==> src/rtl/sim_status_pkg.sv <==
// sim_status_pkg: shared types for the simulation status reporter.
// Verdict FSM states and the reason codes reported on failure.
package sim_status_pkg;

    localparam int CNT_W_DEF = 16;

    typedef enum logic [1:0] {
        RUN  = 2'd0,
        PASS = 2'd1,
        FAIL = 2'd2
    } state_e;

    typedef enum logic [2:0] {
        NONE     = 3'd0,
        MISMATCH = 3'd1,
        TIMEOUT  = 3'd2,
        EXT_ERR  = 3'd3,
        TOO_FEW  = 3'd4,
        CNT_OVF  = 3'd5
    } fail_reason_e;

endpackage

==> src/rtl/sim_status_reporter.sv <==
// sim_status_reporter: turns self-check compare events into a sticky
// pass/fail verdict with a reason code, counters and first-mismatch capture.
module sim_status_reporter
    import sim_status_pkg::*;
#(
    parameter int DATA_W         = 32,
    parameter int MIN_CHECKS     = 1,
    parameter int TIMEOUT_CYCLES = 90,
    parameter int CNT_W          = CNT_W_DEF
) (
    input  logic              clk,
    input  logic              reset,
    input  logic              chk_valid,
    input  logic [DATA_W-1:0] chk_actual,
    input  logic [DATA_W-1:0] chk_expect,
    input  logic              chk_last,
    input  logic              err_in,
    output logic              passed,
    output logic              failed,
    output logic [2:0]        fail_reason,
    output logic [CNT_W-1:0]  chk_cnt,
    output logic [CNT_W-1:0]  cyc_cnt,
    output logic [DATA_W-1:0] mis_actual,
    output logic [DATA_W-1:0] mis_expect,
    output logic [CNT_W-1:0]  mis_index
);

    localparam logic [CNT_W-1:0] CNT_MAX = '1;
    localparam logic [CNT_W-1:0] TO_LAST = CNT_W'(TIMEOUT_CYCLES - 1);
    localparam logic [CNT_W:0]   MIN_C   = (CNT_W + 1)'(MIN_CHECKS);

    state_e           state;
    state_e           state_nxt;
    fail_reason_e     reason_nxt;
    logic [CNT_W-1:0] cnt_nxt;
    logic [CNT_W-1:0] cnt_inc;
    logic [CNT_W-1:0] cyc_nxt;
    logic             enough;
    logic             capture;

    // Saturating increment and the "enough checks" test, computed one bit wider.
    assign cnt_inc = (chk_cnt == CNT_MAX) ? chk_cnt : chk_cnt + 1'b1;
    assign enough  = ({1'b0, chk_cnt} + 1'b1) >= MIN_C;

    // Next-state, reason and counter update; priority order of RUN decisions.
    always_comb begin
        state_nxt  = state;
        reason_nxt = fail_reason_e'(fail_reason);
        cnt_nxt    = chk_cnt;
        cyc_nxt    = cyc_cnt;
        capture    = 1'b0;
        if (state == RUN) begin
            if (cyc_cnt != CNT_MAX) begin
                cyc_nxt = cyc_cnt + 1'b1;
            end
            if (err_in) begin
                state_nxt  = FAIL;
                reason_nxt = EXT_ERR;
            end else if (chk_valid && (chk_actual != chk_expect)) begin
                state_nxt  = FAIL;
                reason_nxt = MISMATCH;
                capture    = 1'b1;
            end else if (chk_valid && chk_last) begin
                cnt_nxt = cnt_inc;
                if (enough) begin
                    state_nxt = PASS;
                end else begin
                    state_nxt  = FAIL;
                    reason_nxt = TOO_FEW;
                end
            end else if (chk_valid && (chk_cnt == CNT_MAX)) begin
                state_nxt  = FAIL;
                reason_nxt = CNT_OVF;
            end else begin
                // A plain matching check still counts; it must not mask the watchdog.
                if (chk_valid) begin
                    cnt_nxt = cnt_inc;
                end
                if (cyc_cnt == TO_LAST) begin
                    state_nxt  = FAIL;
                    reason_nxt = TIMEOUT;
                end
            end
        end
    end

    // Registered state, verdict, counters and first-mismatch capture.
    always_ff @(posedge clk) begin
        if (reset) begin
            state       <= RUN;
            passed      <= 1'b0;
            failed      <= 1'b0;
            fail_reason <= NONE;
            chk_cnt     <= '0;
            cyc_cnt     <= '0;
            mis_actual  <= '0;
            mis_expect  <= '0;
            mis_index   <= '0;
        end else begin
            state       <= state_nxt;
            passed      <= (state_nxt == PASS);
            failed      <= (state_nxt == FAIL);
            fail_reason <= reason_nxt;
            chk_cnt     <= cnt_nxt;
            cyc_cnt     <= cyc_nxt;
            if (capture) begin
                mis_actual <= chk_actual;
                mis_expect <= chk_expect;
                mis_index  <= chk_cnt;
            end
        end
    end

endmodule
==> config.mk <==
export PLATFORM = sky130hd
export DESIGN_NAME = sim_status_reporter
export DESIGN_NICKNAME = d
export VERILOG_FILES = /design/src/rtl/sim_status_pkg.sv /design/src/rtl/sim_status_reporter.sv
export SDC_FILE = /design/constraint.sdc
export NUM_CORES = 1
export LEC_CHECK = 0
export ABC_AREA = 1
export BUFFER_PORTS_ARGS = -buffer_cell sky130_fd_sc_hd__buf_4
export CORE_MARGIN = 8
export CORE_UTILIZATION = 30
export DETAILED_ROUTE_END_ITERATION = 7
export HOLD_SLACK_MARGIN = 0.12
export SLEW_MARGIN = 20
export SYNTH_ARGS = -nofsm -noshare
export SYNTH_HDL_FRONTEND = slang
export SYNTH_SLANG_ARGS = --single-unit
==> constraint.sdc <==
create_clock -name clk -period 3.9 [get_ports clk]
set_input_delay 0.39 -clock clk [delete_from_list [all_inputs] [get_ports clk]]
set_output_delay 0.39 -clock clk [all_outputs]
set_load 0.005 [all_outputs]
==> impl_metrics.env, run 1 <==
export IMPL_dr_pass1_iters=4
export IMPL_ys_types=32
export IMPL_route_vias_total=5431
export IMPL_fmax_mhz=432
export IMPL_synth_edf_count=0
export IMPL_drv_slew=0
export IMPL_clock_skew_ns=0.0101
export IMPL_leakage_nw=3.54
export IMPL_peakVddDrop_mv=0.295
export IMPL_hpwl_um=13000
export IMPL_timing_critical_path_mode_cell="buf_4"
export IMPL_end_kind="flip-flop"
export IMPL_drc=0
export IMPL_rrSetupSlack_ns=1.59
export IMPL_worstMarginPinSlew_ns=0.746
export IMPL_cts_hold_buf=0
export IMPL_grt_max_degree=72
export IMPL_start_util_pct=30.6
export IMPL_slew_headroom_pct=50.2
export IMPL_gp_congestion=0.785
export IMPL_cts_buffer_depth=2
export IMPL_syn_inst=772
export IMPL_drt_first_iter_violations=189
export IMPL_powerDensity_mw_per_mm2=442
export IMPL_multi_input_area_mm2=0.00260
export IMPL_drive_above_1_share_pct=27.1
export IMPL_hold_viol=0
export IMPL_worstPathArrival_ns=2.65
export IMPL_min_from="chk_actual[21]"
export IMPL_ioPinCount=186
export IMPL_tns_ns=0
export IMPL_ant_nets=0
export IMPL_cpMaxStageDelayCell="buf_4"
export IMPL_grt_pass1_wl_um=27400
export IMPL_critPathMaxFanout=71
export IMPL_maxCapViolations=0
export IMPL_clkSinkCount=119
export IMPL_area_growth_pct=39.2
export IMPL_syn_cell_area_mm2=0.00550
export IMPL_async_flop_share_pct=0
export IMPL_finalNetCount=1021
export IMPL_synth_area_leader_cell="dfxtp_1"
export IMPL_die_w_um=151
export IMPL_synth_area_top_cells="dfxtp_1 (43%), nand2_1 (9.2%), o21ai_0 (8.5%)"
export IMPL_fin_crit_sh_pct=59.3
export IMPL_port_buffers=185
export IMPL_synth_most_common_cell="nand2_1"
export IMPL_period_needed_ns=2.31
export IMPL_synth_seq_cells=119
export IMPL_cts_inserted_buffers=17
export IMPL_die_h_um=151
export IMPL_holdCritPathClass="primary input to flip-flop"
export IMPL_required_ns=4.24
export IMPL_cts_setup_buffers=0
export IMPL_grt_overflow=0
export IMPL_cts_clk_slew_worst_paths_ns=0.06
export IMPL_yosysSeqAreaShare_pct=43.4
export IMPL_crit_path_start="state[0]"
export IMPL_num_fill_cells=1896
export IMPL_final_seq_area_mm2=0.00238
export IMPL_cp_num_buf_inv=4
export IMPL_routed_wirelength_um=17300
export IMPL_clock_root_buffer="clkbuf_16"
export IMPL_track_usage_pct=15.0
export IMPL_synth_warnings=0
export IMPL_synth_ff_type="dfxtp_1"
export IMPL_num_rows=49
export IMPL_startpoint_type="flip-flop"
export IMPL_routed_via_density=4.56
export IMPL_clk_latency_ns=0.41
export IMPL_rsz0062_at_grt="no"
export IMPL_total_power_mw=3.38
export IMPL_n_antenna_cell=0
export IMPL_holdWs_ns=0.236
export IMPL_coreArea_mm2=0.0180
export IMPL_setup_violations=0
export IMPL_htree_levels=4
export IMPL_syn_avg_cell_area_um2=7.12
export IMPL_crit_chain="nor2_2, inv_1, nor2_1, nand3_1, buf_4, clkinv_2, buf_4, o21ai_0, a21oi_1"
export IMPL_antenna_found_initial=0
export IMPL_grt_pass1_vias=5428
export IMPL_critPathMaxStageDelay_ns=0.54
export IMPL_crit_family="buffers and inverters"
export IMPL_status="completed"
export IMPL_die_area_mm2=0.0229
export IMPL_routedWlPerCell_um=14.5
export IMPL_rr_startpoint="state[0]"
export IMPL_synth_nets=845
export IMPL_synth_top_cell_area_share_pct=43.4
export IMPL_cts_tree="built"
export IMPL_synth_common_cells="nand2_1 (134), dfxtp_1 (119), nor2_1 (111), o21ai_0 (93), inv_1 (89)"
export IMPL_post_cts_resized=0
export IMPL_path_class="flip-flop to flip-flop"
[cell families after synthesis]
family / count (synthesis) / synth area share [%]
AND/OR/NAND/NOR: 320 / 25.1
AO/OA/AOI/OAI: 181 / 17.9
buffers and inverters: 127 / 9.34
flip-flops: 119 / 43.4
XOR/XNOR: 21 / 3.35
adder cells (fa/ha/maj): 4 / 0.911
[cells in the final DEF, fill, tap and decap left out, types with 11 or more instances in the layout]
master | synthesis | routed
a21oi_1 | 66 | 66
buf_4 | 1 | 190
clkbuf_16 | 0 | 17
dfxtp_1 | 119 | 119
inv_1 | 89 | 88
nand2_1 | 134 | 134
nand3_1 | 23 | 23
nand4_1 | 11 | 11
nor2_1 | 111 | 111
nor3_1 | 15 | 15
o21ai_0 | 93 | 93
xnor2_1 | 15 | 15
[worst reg2reg max path, delay by kind of cell (launching register included)]
family	cells	cell delay, ns
AO/OA/AOI/OAI	2	0.35
flip-flops	1	0.31
AND/OR/NAND/NOR	3	0.63
buffers and inverters	4	0.96
[per-layer routing]
layer,GRT usage [%],share of wire (%)
met3,4.57,7.5
met2,23.9,46
met1,18.6,44
met5,0,0
met4,6.14,1.9
[power by group]
| part | switching [mW] | internal, mW | leakage (nW) | total, mW |
|---|---|---|---|---|
| logic | 0.231 | 0.213 | 2.27 | 0.445 |
| registers | 0.0474 | 1.29 | 0.974 | 1.34 |
| clock network | 0.576 | 1.02 | 0.290 | 1.60 |
[path summary, 6_finish.rpt]
path         cells after the start              to
max reg2reg                      9  mis_actual[22]
min                              3  mis_actual[21]
max                              9  mis_actual[22]
min reg2reg                      2   mis_actual[1]
[metrics by stage]
step / cells / worst slack [ns] / util (%) / instance area, um2
3_5_place_dp: 1158 / 1.34 / 39.2 / 7050
5_1_grt: 1190 / 1.25 / 42.6 / 7650
2_1_floorplan: 772 / 2.02 / - / 5500
3_3_place_gp: 1158 / 1.39 / 39.2 / 7050
6_report: 1190 / 1.59 / 42.6 / 7650
4_1_cts: 1190 / 1.53 / 42.6 / 7650
[sequential cells by signal, indices dropped and copies added, names as in the netlist]
name,count
cyc_cnt,16
failed,1
mis_index,16
state,2
fail_reason,3
passed,1
mis_expect,32
chk_cnt,16
mis_actual,32
[layout make-up]
class / count / area share (%)
Inverter: 94 / 4.63
Clock inverter: 12 / 1.98
Sequential cell: 119 / 31.2
Tap cell: 229 / 3.75
Multi-Input combinational cell: 526 / 34.0
Timing Repair Buffer: 190 / 18.7
Clock buffer: 20 / 5.84
Power figures use the tool's default switching activity.
==> run 2, diff against run 1 <==
==> constraint.sdc (replaced) <==
create_clock -name clk -period 2.2 [get_ports clk]
set_input_delay 0.22 -clock clk [delete_from_list [all_inputs] [get_ports clk]]
set_output_delay 0.22 -clock clk [all_outputs]
set_load 0.005 [all_outputs]
==> run 2 against run 1 <==
Effect of this change: power grew 89%; sequential power grew 77%; non-clock buffer count grew 76; cell count grew 6.3%; routed wire length grew 6.8%; largest power group unchanged; combinational power grew 110%; register-to-register slack lost 1.4 ns; die area is the same.
==> impl_metrics.env, run 2 (synthesized netlist as in run 1, its figures left out) <==
export IMPL_ant_nets=0
export IMPL_area_growth_pct=55.6
export IMPL_crit_chain="dlygate4sd3_1, buf_4, inv_1, nand2_1, nand2_1, nand2_1, nor2_2, nand2_1, nor2_2, nand2_2, nand2_4, nand4_4, buf_12, nor2_1, a211oi_2"
export IMPL_drive_above_1_share_pct=27.3
export IMPL_grtUsageMet2_pct=24.6
export IMPL_clk_latency_ns=0.41
export IMPL_dr_pass1_iters=4
export IMPL_cp_num_buf_inv=4
export IMPL_use_met1_pct=19.7
export IMPL_cts_clk_slew_worst_paths_ns=0.06
export IMPL_reg_top3="mis_actual: 32 flops, mis_expect: 32 flops"
export IMPL_total_power_mw=6.40
export IMPL_drc=0
export IMPL_p_switching_mw=1.51
export IMPL_fmax_mhz=498
export IMPL_cts_tree="built"
export IMPL_routed_wirelength_um=18500
export IMPL_powerDensity_mw_per_mm2=749
export IMPL_worstMarginPinSlew_ns=0.364
export IMPL_hold_viol=0
export IMPL_routed_via_density=4.56
export IMPL_die_area_mm2=0.0229
export IMPL_rsz0062_at_grt="no"
export IMPL_worstPathArrival_ns=2.30
export IMPL_crit_family="simple AND/OR/NAND/NOR gates"
export IMPL_finalNetCount=1097
export IMPL_rrSetupSlack_ns=0.20
export IMPL_routedWlPerCell_um=14.6
export IMPL_cts_buffer_depth=2
export IMPL_antenna_found_initial=0
export IMPL_grt_busiest_layer="met2"
export IMPL_power_switching_share_pct=23.6
export IMPL_grt_pass1_wl_um=28400
export IMPL_required_ns=2.49
export IMPL_status="completed"
export IMPL_period_needed_ns=2.01
export IMPL_coreArea_mm2=0.0180
export IMPL_drt_first_iter_violations=221
export IMPL_htree_levels=4
export IMPL_grt_overflow=0
export IMPL_n_antenna_cell=0
export IMPL_cts_inserted_buffers=17
export IMPL_layout_commonest_cell="buf_4"
export IMPL_track_usage_pct=15.6
export IMPL_start_util_pct=30.6
export IMPL_clock_root_buffer="clkbuf_16"
export IMPL_leakage_nw=3.93
export IMPL_clkSinkCount=119
export IMPL_pwr_share_comb_pct=14.6
export IMPL_port_buffers=185
export IMPL_critPathMaxStageDelay_ns=0.55
export IMPL_num_rows=49
export IMPL_die_h_um=151
export IMPL_gp_congestion=0.800
export IMPL_holdCritPathClass="primary input to flip-flop"
export IMPL_grt_pass1_vias=5714
export IMPL_peakVddDrop_mv=0.509
export IMPL_drv_slew=0
export IMPL_timing_critical_path_mode_cell="nand2_1"
export IMPL_slew_headroom_pct=75.6
export IMPL_p_int_mw=4.89
export IMPL_hpwl_um=12700
export IMPL_p_clk_share_pct=48.3
export IMPL_die_w_um=151
export IMPL_tns_ns=0
export IMPL_startpoint_type="primary input"
export IMPL_clock_skew_ns=0.00585
export IMPL_setup_violations=0
export IMPL_end_kind="flip-flop"
export IMPL_grtUsageMet3_pct=4.09
export IMPL_ioPinCount=186
export IMPL_fin_crit_sh_pct=91.3
export IMPL_seqPwrFrac_pct=37.0
export IMPL_cpMaxStageDelayCell="dlygate4sd3_1"
export IMPL_final_cell_mix="buf_4 (195), nand2_1 (132), dfxtp_1 (116)"
export IMPL_grt_max_degree=99
export IMPL_critPathMaxFanout=14
export IMPL_route_vias_total=5763
export IMPL_path_class="primary input to flip-flop"
export IMPL_maxCapViolations=0
## run 2: worst paths after layout
path                       start             end  cells after the start
setup / recovery  chk_actual[13]     chk_cnt[12]                     15
setup reg to reg      chk_cnt[0]          failed                     13
hold reg to reg   mis_expect[30]  mis_expect[30]                      2
hold / removal             reset      cyc_cnt[7]                      2
## run 2: metrics by stage
stage / worst slack (ns) / cell area, um2 / instances / util, % / hold slack, ns
2_1_floorplan: 0.315 / 5500 / 772 / - / 0.293
3_3_place_gp: 0.141 / 7160 / 1166 / 39.9 / 0.464
3_5_place_dp: 0.156 / 7160 / 1166 / 39.9 / 0.474
4_1_cts: 0.0560 / 8450 / 1261 / 47.1 / 0.134
5_1_grt: 0.00552 / 8550 / 1265 / 47.6 / 0.142
6_report: 0.192 / 8550 / 1265 / 47.6 / 0.154
## run 2: metal layers
metal | vias to the layer above | share of wire (%)
met5 | - | 0
met1 | 2585 | 46
li1 | 2985 | -
met4 | 0 | 2.5
met3 | 30 | 6.2
met2 | 163 | 45
## run 2: final cells by class
type,instances,area [um2]
clock buffers,22,484
clock inverters,9,170
fillers,1759,9410
inverters,94,355
multi-input cells,526,2630
flip-flops and latches,119,2390
well taps,229,287
repair buffers,266,2240
## run 2: power groups by stage
stage	Sequential, mW	Clock (mW)	Combinational (mW)
after floorplan	2.42	0	0.377
after global placement	2.41	0	0.818
after detailed placement	2.41	0	0.822
after CTS	2.37	3.17	0.920
after global routing	2.39	3.26	1.04
final	2.37	3.09	0.936
## run 2: repair_timing
item	in CTS	in global routing
setup endpoints to repair	0	100
hold buffers	64	0
setup buffers	0	3
hold endpoints to repair	64	0
gates resized for setup	0	38
==> run 3, diff against run 2 <==
==> constraint.sdc (replaced) <==
create_clock -name clk -period 1.9 [get_ports clk]
set_input_delay 0.19 -clock clk [delete_from_list [all_inputs] [get_ports clk]]
set_output_delay 0.19 -clock clk [all_outputs]
set_load 0.005 [all_outputs]
==> run 3 against run 2 <==
Effect of this change: the run now ends with negative setup slack left; sequential share of layout area is 1.3 points lower; cell count is 4.2% higher; sequential power is 16% higher; setup slack worse by 0.23 ns; count of clock-buffer cells in the layout is 2 higher; global-route usage is 0.66 points higher; first-iteration DRC count is 6.3% lower; core utilization is 2.6 points higher; non-clock buffer count is 55 higher; combinational power is 24% higher; sequential cell count stayed put; critical endpoint is now chk_cnt[2]; largest power group unchanged.
==> impl_metrics.env, run 3 (synthesized netlist as in run 1, its figures left out) <==
export IMPL_status="finished with violations"
export IMPL_violations="negative setup slack"
export IMPL_grt_overflow=0
export IMPL_use_met1_pct=20.1
export IMPL_path_class="flip-flop to flip-flop"
export IMPL_clock_skew_ns=0.00791
export IMPL_end_kind="flip-flop"
export IMPL_reg_top3="mis_actual: 32 flops, mis_expect: 32 flops"
export IMPL_grt_pass1_wl_um=29600
export IMPL_setup_violations=16
export IMPL_routed_via_density=4.57
export IMPL_routed_wirelength_um=19100
export IMPL_cts_tree="built"
export IMPL_holdCritPathClass="primary input to flip-flop"
export IMPL_clock_root_buffer="clkbuf_16"
export IMPL_drc=0
export IMPL_cts_inserted_buffers=17
export IMPL_area_growth_pct=64.2
export IMPL_htree_levels=4
export IMPL_powerDensity_mw_per_mm2=757
export IMPL_peakVddDrop_mv=0.571
export IMPL_grt_busiest_layer="met2"
export IMPL_critPathMaxFanout=7
export IMPL_layout_commonest_cell="buf_4"
export IMPL_track_usage_pct=16.3
export IMPL_port_buffers=185
export IMPL_total_power_mw=6.83
export IMPL_worstMarginPinSlew_ns=0.446
export IMPL_n_antenna_cell=0
export IMPL_grt_max_degree=83
export IMPL_grtUsageMet3_pct=3.97
export IMPL_grtUsageMet2_pct=26.6
export IMPL_antenna_found_initial=0
export IMPL_drt_first_iter_violations=207
export IMPL_worstPathArrival_ns=2.22
export IMPL_finalWorstSetupSlack_ns=-0.0357
export IMPL_startpoint_type="flip-flop"
export IMPL_fin_crit_sh_pct=102
export IMPL_required_ns=2.19
export IMPL_rsz0062_at_grt="yes"
export IMPL_cts_clk_slew_worst_paths_ns=0.05
export IMPL_grt_pass1_vias=6058
export IMPL_final_area_mm2=0.00902
export IMPL_tns_ns=-0.231
export IMPL_slew_headroom_pct=70.0
export IMPL_die_area_mm2=0.0229
export IMPL_route_vias_total=6020
export IMPL_period_needed_ns=1.94
export IMPL_fmax_mhz=517
export IMPL_clkSinkCount=119
export IMPL_die_w_um=151
export IMPL_gp_congestion=0.829
export IMPL_drv_slew=0
export IMPL_drive_above_1_share_pct=34.5
export IMPL_ioPinCount=186
export IMPL_hold_viol=0
export IMPL_coreArea_mm2=0.0180
export IMPL_finalNetCount=1152
export IMPL_start_util_pct=30.6
export IMPL_ant_nets=0
export IMPL_hpwl_um=13200
export IMPL_num_rows=49
export IMPL_dr_pass1_iters=4
export IMPL_holdWs_ns=0.160
export IMPL_maxCapViolations=0
export IMPL_final_cell_mix="buf_4 (245), nand2_1 (122), dfxtp_1 (111)"
export IMPL_die_h_um=151
export IMPL_place_area_mm2=0.00752
export IMPL_cts_buffer_depth=2
export IMPL_leakage_nw=4.18
export IMPL_clk_latency_ns=0.41
export IMPL_routedWlPerCell_um=14.5
-- run 3: worst paths after layout --
| check | endpoint | from | cells after the start | slack [ns] |
|---|---|---|---|---|
| setup / recovery | chk_cnt[2] | chk_cnt[1] | 15 | -0.04 |
| hold / removal | mis_actual[9] | chk_actual[9] | 4 | 0.16 |
| setup reg to reg | chk_cnt[2] | chk_cnt[1] | 15 | -0.04 |
| hold reg to reg | mis_expect[30] | mis_expect[30] | 2 | 0.48 |
-- run 3: per-stage QoR --
step / std cells / util [%] / setup slack [ns]
after detailed placement: 1216 / 41.9 / -0.102
after floorplan: 772 / - / 0.0154
after global placement: 1216 / 41.9 / -0.0884
final: 1318 / 50.2 / -0.0357
after CTS: 1311 / 48.9 / -0.0172
after global routing: 1318 / 50.2 / -0.154
-- run 3: critical path: stages (launching register included) --
cell and delay (ns):
dfxtp_4 0.38, ha_4 0.17, nand2_4 0.06, nor2_4 0.14, nand2_2 0.08, inv_2 0.08, nand3_2 0.08, nor2_2 0.13
nand2_1 0.08, nand2_1 0.07, inv_2 0.04, nand4_4 0.15, buf_12 0.17, nor2_2 0.04, a21oi_2 0.09, nor2_1 0.05
-- run 3: final cells by class --
type	count	area [um2]
multi-input combinational	526	2790
clock buffer	24	472
sequential	119	2400
clock inverter	5	50.0
inverter	94	354
fill	1754	8940
tap	229	287
timing repair buffer	321	2680
-- run 3: power by group --
group / switching [mW] / internal, mW / total (mW)
registers: 0.0903 / 2.65 / 2.74
logic: 0.546 / 0.609 / 1.16
clock network: 1.09 / 1.83 / 2.93
-- run 3: what timing repair did --
action	CTS	global route
hold buffers	64	0
setup buffers	1	5
setup endpoints to repair	22	28
cloned	1	2
pin swaps	5	21
resized for setup	14	61
hold endpoints to repair	67	0
-- run 3: routing by layer --
metal	share of wire, %	vias up
li1	-	3100
met1	45	2748
met2	47	151
met3	6.3	21
met4	1.7	0
met5	0	-
